## config.mk

```make
export PLATFORM = sky130hd
export DESIGN_NAME = ysyx_24090013_ifu
export DESIGN_NICKNAME = d
export VERILOG_FILES = /design/src/rtl/ysyx_24090013_ifu.sv
export SDC_FILE = /design/constraint.sdc
export NUM_CORES = 1
export LEC_CHECK = 0
export BUFFER_PORTS_ARGS = -buffer_cell sky130_fd_sc_hd__clkbuf_2
export CELL_PAD_IN_SITES_DETAIL_PLACEMENT = 2
export CELL_PAD_IN_SITES_GLOBAL_PLACEMENT = 2
export CORE_ASPECT_RATIO = 1.75
export CORE_UTILIZATION = 43
export DETAILED_ROUTE_END_ITERATION = 8
export GPL_TIMING_DRIVEN = 0
export PLACE_DENSITY = 0.77
export SYNTH_ARGS = -nofsm -noshare
export SYNTH_HDL_FRONTEND = slang
export SYNTH_SLANG_ARGS = --single-unit
```

## constraint.sdc

```tcl
create_clock -name clk -period 8.47 [get_ports clk]
set_input_delay 2.1175 -clock clk [delete_from_list [all_inputs] [get_ports clk]]
set_output_delay 2.1175 -clock clk [all_outputs]
set_load 0.005 [all_outputs]
```

## src/rtl/ysyx_24090013_ifu.sv

```systemverilog
// Instruction-fetch unit: owns the fetch PC, issues single-outstanding requests to a variable-latency
// imem, and queues {pc, inst} pairs for ID. Optional zero-latency bypass: YSYX_24090013_IFU_BYPASS_EN.
module ysyx_24090013_ifu #(
  parameter int unsigned     XLEN       = 32,
  parameter int unsigned     FIFO_DEPTH = 4,
  parameter logic [XLEN-1:0] RESET_PC   = 32'h8000_0000
) (
  input  logic            clk,
  input  logic            rst,
  output logic            imem_req_valid,
  input  logic            imem_req_ready,
  output logic [XLEN-1:0] imem_req_addr,
  input  logic            imem_rsp_valid,
  input  logic [31:0]     imem_rsp_data,
  output logic            id_valid,
  input  logic            id_ready,
  output logic [31:0]     id_inst,
  output logic [XLEN-1:0] id_pc,
  input  logic            redirect_valid,
  input  logic [XLEN-1:0] redirect_pc
);

  localparam int unsigned PTR_W = (FIFO_DEPTH > 2) ? $clog2(FIFO_DEPTH) : 1;
  localparam int unsigned CNT_W = PTR_W + 1;

  typedef enum logic [1:0] {IDLE, REQ, WAIT} state_e;

  state_e            state_q, state_d;
  logic [XLEN-1:0]   fetch_pc_q, fetch_pc_d;
  logic [XLEN-1:0]   infl_pc_q, infl_pc_d;
  logic              kill_q, kill_d;
  logic [PTR_W-1:0]  wr_ptr_q, wr_ptr_d;
  logic [PTR_W-1:0]  rd_ptr_q, rd_ptr_d;
  logic [CNT_W-1:0]  count_q, count_d;
  logic [31:0]       inst_mem_q [FIFO_DEPTH];
  logic [XLEN-1:0]   pc_mem_q   [FIFO_DEPTH];

  logic hs_c, rsp_fire_c, fifo_empty_c, fifo_full_c, byp_c, push_c, pop_c;

  // Handshake and FIFO control
  always_comb begin
    fifo_empty_c   = (count_q == '0);
    fifo_full_c    = (count_q == CNT_W'(FIFO_DEPTH));
    imem_req_valid = (state_q == REQ) && !fifo_full_c;
    imem_req_addr  = fetch_pc_q;
    hs_c           = imem_req_valid && imem_req_ready;
    rsp_fire_c     = (state_q == WAIT) && imem_rsp_valid;
`ifdef YSYX_24090013_IFU_BYPASS_EN
    byp_c          = fifo_empty_c && !kill_q && !redirect_valid && rsp_fire_c;
`else
    byp_c          = 1'b0;
`endif
    // A bypassed instruction taken by ID in the same cycle never enters the FIFO
    push_c   = rsp_fire_c && !kill_q && !redirect_valid && !(byp_c && id_ready);
    pop_c    = !fifo_empty_c && id_ready && !redirect_valid;
    id_valid = !fifo_empty_c || byp_c;
    if (byp_c) begin
      id_inst = imem_rsp_data;
      id_pc   = infl_pc_q;
    end else if (fifo_empty_c) begin
      id_inst = '0;
      id_pc   = '0;
    end else begin
      id_inst = inst_mem_q[rd_ptr_q];
      id_pc   = pc_mem_q[rd_ptr_q];
    end
  end

  // Next-state logic; redirect overrides everything on the same edge
  always_comb begin
    state_d    = state_q;
    fetch_pc_d = fetch_pc_q;
    infl_pc_d  = infl_pc_q;
    kill_d     = kill_q;
    wr_ptr_d   = wr_ptr_q + PTR_W'(push_c);
    rd_ptr_d   = rd_ptr_q + PTR_W'(pop_c);
    count_d    = count_q + CNT_W'(push_c) - CNT_W'(pop_c);
    case (state_q)
      IDLE: state_d = REQ;
      REQ: begin
        if (hs_c) begin
          state_d    = WAIT;
          fetch_pc_d = fetch_pc_q + XLEN'(4);
          infl_pc_d  = fetch_pc_q;
        end
      end
      WAIT: begin
        if (imem_rsp_valid) begin
          state_d = REQ;
          kill_d  = 1'b0;
        end
      end
      default: state_d = IDLE;
    endcase
    if (redirect_valid) begin
      fetch_pc_d = redirect_pc & ~XLEN'(3);
      wr_ptr_d   = '0;
      rd_ptr_d   = '0;
      count_d    = '0;
      if (((state_q == WAIT) && !imem_rsp_valid) || ((state_q == REQ) && hs_c)) kill_d = 1'b1;
    end
  end

  always_ff @(posedge clk or posedge rst) begin
    if (rst) begin
      state_q    <= IDLE;
      fetch_pc_q <= RESET_PC;
      infl_pc_q  <= '0;
      kill_q     <= 1'b0;
      wr_ptr_q   <= '0;
      rd_ptr_q   <= '0;
      count_q    <= '0;
    end else begin
      state_q    <= state_d;
      fetch_pc_q <= fetch_pc_d;
      infl_pc_q  <= infl_pc_d;
      kill_q     <= kill_d;
      wr_ptr_q   <= wr_ptr_d;
      rd_ptr_q   <= rd_ptr_d;
      count_q    <= count_d;
    end
  end

  // Buffer storage; contents are masked by the count, so no reset is needed
  always_ff @(posedge clk) begin
    if (push_c) begin
      inst_mem_q[wr_ptr_q] <= imem_rsp_data;
      pc_mem_q[wr_ptr_q]   <= infl_pc_q;
    end
  end

endmodule
```

# After elaboration in Yosys (flattened, before gate mapping)

Memory sizes are Yosys's and may differ from the RTL's.
Cells that the tools add are included.

Bits in registers: 74
Memory bits (writable): 256
Output and inout port bits: 98
Memories: 2

Memories:

| memory     | depth | width | read ports | clocked after Yosys merged registers in | wr ports | line | RTL |
|---|---|---|---|---|---|---|---|
| inst_mem_q | 4     | 32    | 1          | 0                                       | 1        | 35   | `logic [31:0] inst_mem_q [FIFO_DEPTH];` |
| pc_mem_q   | 4     | 32    | 1          | 0                                       | 1        | 36   | `logic [XLEN-1:0] pc_mem_q [FIFO_DEPTH];` |

Add/sub/neg operators: 5
Equality and inequality tests: 5
Multiplexer cells: 17
Reduce and logical (&&, ||, !) cells: 22

Operators by type and width:

| kind                                                                   | number |
|---|---|
| 32-bit two-way mux                                                     | 5 |
| 32-bit by 3-bit adder with 32-bit output (second input constant)       | 1 |
| 1-bit logical AND                                                      | 9 |
| 2-bit two-way mux                                                      | 4 |
| 1-bit two-way mux                                                      | 6 |
| 2-bit case mux with 3 select lines                                     | 1 |
| 2-bit AND reduction                                                    | 3 |
| 1-bit zero test                                                        | 5 |
| 2-bit by 1-bit adder with 2-bit output                                 | 2 |
| 2-bit != test (second input constant)                                  | 2 |
| 2-bit nonzero test                                                     | 2 |
| 3-bit by 1-bit adder with 3-bit output                                 | 1 |
| 3-bit equality test (second input constant)                            | 1 |
| 3-bit zero test                                                        | 1 |
| 3-bit two-way mux                                                      | 1 |
| 3-bit by 1-bit subtractor with 3-bit output                            | 1 |
| 2-bit by 1-bit equality test with 1-bit output (second input constant) | 1 |
| 2-bit equality test (second input constant)                            | 1 |
| 2-bit zero test                                                        | 1 |
| 1-bit logical OR                                                       | 1 |

# Longest topological paths before layout

Gate-level depths: netlist of the first run.

Depth in word-level cells: 8
Gate-level depth with buffers: 10

# Worst setup path before layout of the first run

No wires, ideal clock.

Path type: input to register
Start: in redirect_valid
End: mem inst_mem_q[0][0] (enable)
Arrival: 7,184 ps
Required time: 7,899 ps
Setup slack: 716 ps
Stages on the path: 3
Buffers on the path: 1
Path through: clkbuf_1 -> nor3_1 -> nor3b_1

Cells in the longest elaborated chain, start to end: 4

RTL lines:

| item                                    | line | RTL |
|---|---|---|
| from (decl)                             | 19   | `input logic redirect_valid,` |
| 1-bit zero test                         | 54   | `push_c = rsp_fire_c && !kill_q && !redirect_valid && !(byp_c && id_ready);` |
| 1-bit logical AND                       | 54   |  |
| 1-bit two-way mux                       | 126  | `if (push_c) begin` |
| 1-bit two-way mux (not written as such) | 127  | `inst_mem_q[wr_ptr_q] <= imem_rsp_data;` |
| to (decl)                               | 35   |  |

Every way passes these cells.

# Worst setup path in the final report of the first run

Start: reg rd_ptr_q[1]
End: out id_pc[25]

Cells in the longest elaborated chain, start to end: 2

RTL lines:

| item                   | line | RTL |
|---|---|---|
| from (decl)            | 33   | `logic [PTR_W-1:0] rd_ptr_q, rd_ptr_d;` |
| from (signal assigned) | 119  | `rd_ptr_q <= rd_ptr_d;` |
| memory read 4 x 32 bit | n/a  |  |
| 32-bit two-way mux     | 60   | `end else if (fifo_empty_c) begin` |
| to (decl)              | 18   | `output logic [XLEN-1:0] id_pc,` |

Every way passes these cells.

==> results.ini, run 1 <==
[sta]
tightestPinTransition_ns = 0.948
fmax_mhz = 202
grt_setup_unrepaired = false
timing.slew.headroom = 0.359
skew_ns = 0.0144
period_share = 0.585
min_period_ns = 4.96
finalSetupViolations = 0
hold_viol = 0
slew_viol_final = 0

[synth]
async_flop_share = 0.220
yosys_warnings = 0
synthCells = 740
synthFlopType = edfxtp_1
synth-edff-count = 248
synth.distinct_cells = 55
ys_ff_latch = 318
netlist_area_um2 = 13000
seq_area_frac_synth = 0.709
avgSynthCellArea_um2 = 17.5

[detailed_routing]
wl_met3_um = 890
drc = 0
vias = 7465
finalWirelength_um = 34200
route.top_layer_used = met4
drt-wirelength-per-cell_um = 25.2
drtIter0Drc = 306
detail-route-antenna-nets = 0
via_per_inst = 5.51
drt-met1-wl_um = 13500
first_pass_iters = 4
met2_wirelength_um = 19100

[clock_network]
cts_setup_buffers = 0
cts.sinks = 318
cts_hold_buf = 0
cts_tree = yes
ctsRootBufferMaster = clkbuf_16
clkTransAtPathRegs_ns = 0.06
cts_resized = 0
clockBufferDepth = 3
htreeDepth = 1
clk-insertion-delay-late_ns = 0.57
cts_made_buffers = 30

[setup_path]
cp.arrival_ns = 2.84
crit_type = reg2out
start_kind = flop
worst_setup_path_end_kind = output pin
setup.worst_path.start = rd_ptr_q[1]
r2r_start = state_q[0]
cp_max_fo = 10
required_ns = 6.35

[floorplanning]
die_w_um = 133
die_h_um = 232
die-area_um2 = 30900
placementRows = 83
initial_core_util = 0.440
core_um2 = 29500
ioPinCount = 168

[placement]
hpwl_um = 23500
io_buffers = 161
placed_cells = 1298
finalWeightedCongestion = 0.802

[worst_hold_path]
hold_class = reg2reg
hold_start = infl_pc_q[18]

[grt]
antenna_found_initial = 0
grt-ovfl-total = 0
grt_first_pass_wirelength_um = 52100
grt_util_all_layers = 0.229
grt_max_degree = 69
grt_pass1_vias = 8366

[layout]
area_delta_synth_final_pct = 19.6
drive_gt1_frac = 0.362
nNetsFinal = 1022
diodes = 0
layout.cells.non_filler = 1354

[pwr]
p_per_area_nw_per_um2 = 269
total_power_w = 0.00417
peakVddDrop_v = 0.000154
p_leak_nw = 5.52

[flow_run]
cap_violations = 0

[outcome]
status = complete, no violations

## area by class of cell
class / instances / area (µm²)
clock inverter: 18 / 200
multi-input combinational: 374 / 3560
tap: 382 / 478
inverter: 6 / 25.0
sequential: 318 / 9200
timing repair buffer: 173 / 1010
fill: 2724 / 14000
clock buffer: 38 / 812
buffer: 45 / 220
## registers in the layout, indices dropped and copies added, names as in the netlist
register,flops
rd_ptr_q,2
inst_mem_q,128
imem_req_addr,30
state_q,2
pc_mem_q,120
infl_pc_q,30
kill_q,1
count_q,3
wr_ptr_q,2
## worst paths after layout
path / endpoint / slack [ns] / cells past startpoint
setup / recovery: id_pc[25] / 3.51 / 5
hold / removal: pc_mem_q[3][18] / 0.53 / 0
setup reg to reg: inst_mem_q[0][18] / 5.31 / 7
hold reg to reg: pc_mem_q[3][18] / 0.53 / 0
max in group asynchronous: infl_pc_q[10] / 6.51 / 3
min in group asynchronous: infl_pc_q[29] / 1.41 / 2
## synth_stat cells, drive strengths merged, types with 2 or more instances
master,count,area share
xor2,8,0.0054
o21a,2,0.0012
nor3b,2,0.0012
or4,17,0.0098
and3b,2,0.0014
nor2,30,0.0089
nand4,15,0.011
o31ai,14,0.0081
edfxtp,248,0.57
or3,5,0.0025
nor2b,4,0.0019
nand3b,2,0.0012
nand3,13,0.0050
ha,3,0.0029
nand2,26,0.0075
mux2,31,0.027
a31oi,17,0.0082
a22o,2,0.0014
nor3,3,0.0012
clkbuf,23,0.0067
and4,5,0.0036
buf,22,0.010
xnor2,5,0.0034
mux4,62,0.11
and3,7,0.0035
inv,6,0.0017
or3b,2,0.0015
o21ai,16,0.0062
dfrtp,69,0.13
and2,66,0.032
## through the flow
stage | instance area, µm² | util | TNS [ns] | hold WS (ns) | setup slack [ns]
global route | 15500 | 0.526 | 0 | 0.540 | 3.37
floorplan | 13000 | - | 0 | 0.472 | 0.716
global placement | 14300 | 0.484 | -220.20 | 0.486 | -3.56
detailed placement | 14500 | 0.491 | 0 | 0.508 | 3.53
CTS | 15500 | 0.526 | 0 | 0.525 | 3.40
finish | 15500 | 0.526 | 0 | 0.526 | 3.51
## power breakdown
| part | switching [W] | internal, W |
|---|---|---|
| sequential | 0.000150 | 0.00187 |
| combinational | 0.000388 | 0.000361 |
| clock | 0.000590 | 0.000802 |
| total | 0.00113 | 0.00304 |
## worst max-delay path: stages (launching register included)
cell and delay [ns]:
dfrtp_1 0.34, clkbuf_1 0.56, clkbuf_1 0.64, mux4_2 0.43
and2_1 0.20, clkbuf_2 0.11
## placed cells by master (no fill, tap or decap), types with 6 or more instances in the layout
cell	instances
clkbuf_2	161
and2_1	65
nor2_1	27
o21ai_0	16
mux4_2	62
nand2_1	26
edfxtp_1	248
clkinv_2	8
clkbuf_1	29
buf_6	6
nand3_1	13
buf_4	6
clkbuf_16	31
buf_2	14
a31oi_1	17
o31ai_1	14
mux2_2	31
dfrtp_1	69
or4_1	17
nand4_1	12
xor2_1	8
## layer usage
layer	GRT usage	up-vias
met5	0	-
met2	0.431	156
li1	-	3326
met3	0.0244	43
met4	0.0664	0
met1	0.273	3940
## cells by family after synthesis
kind of cell             after synthesis  share of synthesized area
AO/OA/AOI/OAI                         57                     0.0293
XOR/XNOR                              13                    0.00878
adder cells (fa/ha/maj)                4                    0.00444
buffers and inverters                 51                     0.0187
flip-flops                           318                      0.709
multiplexers                          94                      0.135
other                                  1                   0.000289
AND/OR/NAND/NOR                      202                     0.0938
Note: power is estimated with default switching activity, not from simulation.
==> run 2: changes to the inputs <==
==> constraint.sdc (replaced) <==
create_clock -name clk -period 4.65 [get_ports clk]
set_input_delay 1.1625 -clock clk [delete_from_list [all_inputs] [get_ports clk]]
set_output_delay 1.1625 -clock clk [all_outputs]
set_load 0.005 [all_outputs]
==> results.ini, run 2 (same netlist as run 1, synthesis figures left out) <==
[sta]
timing.slew.headroom = 0.429  ; +0.0694
slew_viol_final = 0  ; unchanged
hold_viol = 0  ; unchanged
setup_tns_ns = 0  ; unchanged
grt_setup_unrepaired = false
period_share = 0.838
skew_ns = 0.00861  ; -0.00584 ns
fin_ws_ns = 0.755  ; -2.76 ns
finalSetupViolations = 0  ; unchanged
fmax_mhz = 257
min_period_ns = 3.90
tightestPinTransition_ns = 0.845  ; -0.103 ns
whs_ns = 0.528  ; +0.00196 ns

[clock_network]
cts_made_buffers = 30  ; unchanged
cts_setup_buffers = 0  ; unchanged
htreeDepth = 1  ; unchanged
clockBufferDepth = 3  ; unchanged
clkTransAtPathRegs_ns = 0.07  ; about the same
cts_tree = yes
cts_resized = 0  ; unchanged
ctsRootBufferMaster = clkbuf_16
clk-insertion-delay-late_ns = 0.56  ; about the same
cts.sinks = 318  ; unchanged
cts_hold_buf = 0  ; unchanged

[setup_path]
crit_path_top_delay_cell = clkbuf_1
cp_max_fo = 10  ; unchanged
slowest_delay_ns = 0.63  ; about the same
path_cells = clkbuf_1, clkbuf_1, mux4_2, and2_1, clkbuf_2
required_ns = 3.49  ; -2.86 ns
cp.arrival_ns = 2.73  ; -0.11 ns
path_common_cell = clkbuf_1
r2r_start = state_q[0]
crit_type = reg2out
start_kind = flop
worst_setup_path_end_kind = output pin
setup.worst_path.start = rd_ptr_q[1]

[placement]
dp_slack_ns = 0.598  ; -2.93 ns
placed_cell_area_um2 = 14500  ; +0.37%
io_buffers = 161  ; unchanged
finalWeightedCongestion = 0.790  ; -1.5%
hpwl_um = 23800  ; +0.98%

[grt]
grt_util_all_layers = 0.220  ; -0.00877
grt-ovfl-total = 0  ; unchanged
grt_first_pass_wirelength_um = 50500  ; -3.2%
grt_max_degree = 50  ; -28%
grt_pass1_vias = 8306  ; -0.72%
antenna_found_initial = 0  ; unchanged

[worst_hold_path]
hold_class = reg2reg
hold_start = infl_pc_q[30]

[outcome]
status = complete, no violations

[detailed_routing]
drt-wirelength-per-cell_um = 24.2  ; -4.0%
finalWirelength_um = 32800  ; -4.1%
detail-route-antenna-nets = 0  ; unchanged
via_per_inst = 5.48  ; -0.65%
drtIter0Drc = 346  ; +13%
first_pass_iters = 4  ; unchanged
vias = 7411  ; -0.72%
drc = 0  ; unchanged

[flow_run]
cap_violations = 0  ; unchanged

[pwr]
peakVddDrop_v = 0.000248  ; +60%
p_per_area_nw_per_um2 = 478  ; +78%
p_leak_nw = 5.50  ; -0.25%
total_power_w = 0.00741  ; +78%

[layout]
finalInstanceArea_um2 = 15500  ; about the same
diodes = 0  ; unchanged
final_cell_mix = 248 x edfxtp_1, 161 x clkbuf_2, 69 x dfrtp_1, 65 x and2_1, 62 x mux4_2
layout_commonest_cell = edfxtp_1
reg_top3 = inst_mem_q: 128 flops, pc_mem_q: 120 flops
largest_reg_flops = 128  ; unchanged
max_flop_register = inst_mem_q
drive_gt1_frac = 0.356  ; -0.00581
area_delta_synth_final_pct = 19.6  ; about the same
nNetsFinal = 1021  ; -0.098%

[floorplanning]
die-area_um2 = 30900  ; unchanged
initial_core_util = 0.440  ; unchanged
die_w_um = 133  ; unchanged
core_um2 = 29500  ; unchanged
placementRows = 83  ; unchanged
die_h_um = 232  ; unchanged
ioPinCount = 168  ; unchanged

## run 2: path summary, 6_finish.rpt
kind	endpoint	slack (ns)	cells past startpoint
max	id_pc[23]	0.75	5
min	pc_mem_q[1][30]	0.53	0
max reg2reg	inst_mem_q[1][8]	1.71	8
min reg2reg	pc_mem_q[1][30]	0.53	0
max in group asynchronous	imem_req_addr[31]	3.47	3
min in group asynchronous	infl_pc_q[6]	0.56	2
## run 2: final cells by class
class                           count  area, µm²
Timing Repair Buffer              172       1060
Clock buffer                       49        913
Inverter                            6       25.0
Clock inverter                      7       47.5
Buffer                             45        220
Tap cell                          382        478
Multi-Input combinational cell    374       3570
Sequential cell                   318       9200
Fill cell                        2722      14000
## run 2: per-layer routing
| layer | global-route usage | part of all wire |
|---|---|---|
| met3 | 0.0214 | 0.029 |
| met4 | 0.0536 | 0.015 |
| met5 | 0 | 0 |
| met2 | 0.432 | 0.58 |
| met1 | 0.252 | 0.38 |
## run 2: per-stage QoR
step / utilization / instances
after floorplan: - / 743
after global placement: 0.484 / 1286
after detailed placement: 0.493 / 1297
after CTS: 0.526 / 1353
after global routing: 0.526 / 1353
final: 0.526 / 1353
## run 2: critical path, delay by kind of cell, from the launching register on
kind                   cells  cell delay (ns)
and+or+nand+nor            1             0.18
DFF                        1             0.34
muxes                      1             0.45
buffers and inverters      3             1.20
## run 2: power breakdown
group | switching (W) | leakage [nW] | total (W) | internal, W
clock network | 0.00102 | 0.472 | 0.00236 | 0.00134
logic | 0.000696 | 1.99 | 0.00135 | 0.000658
registers | 0.000276 | 3.05 | 0.00369 | 0.00341
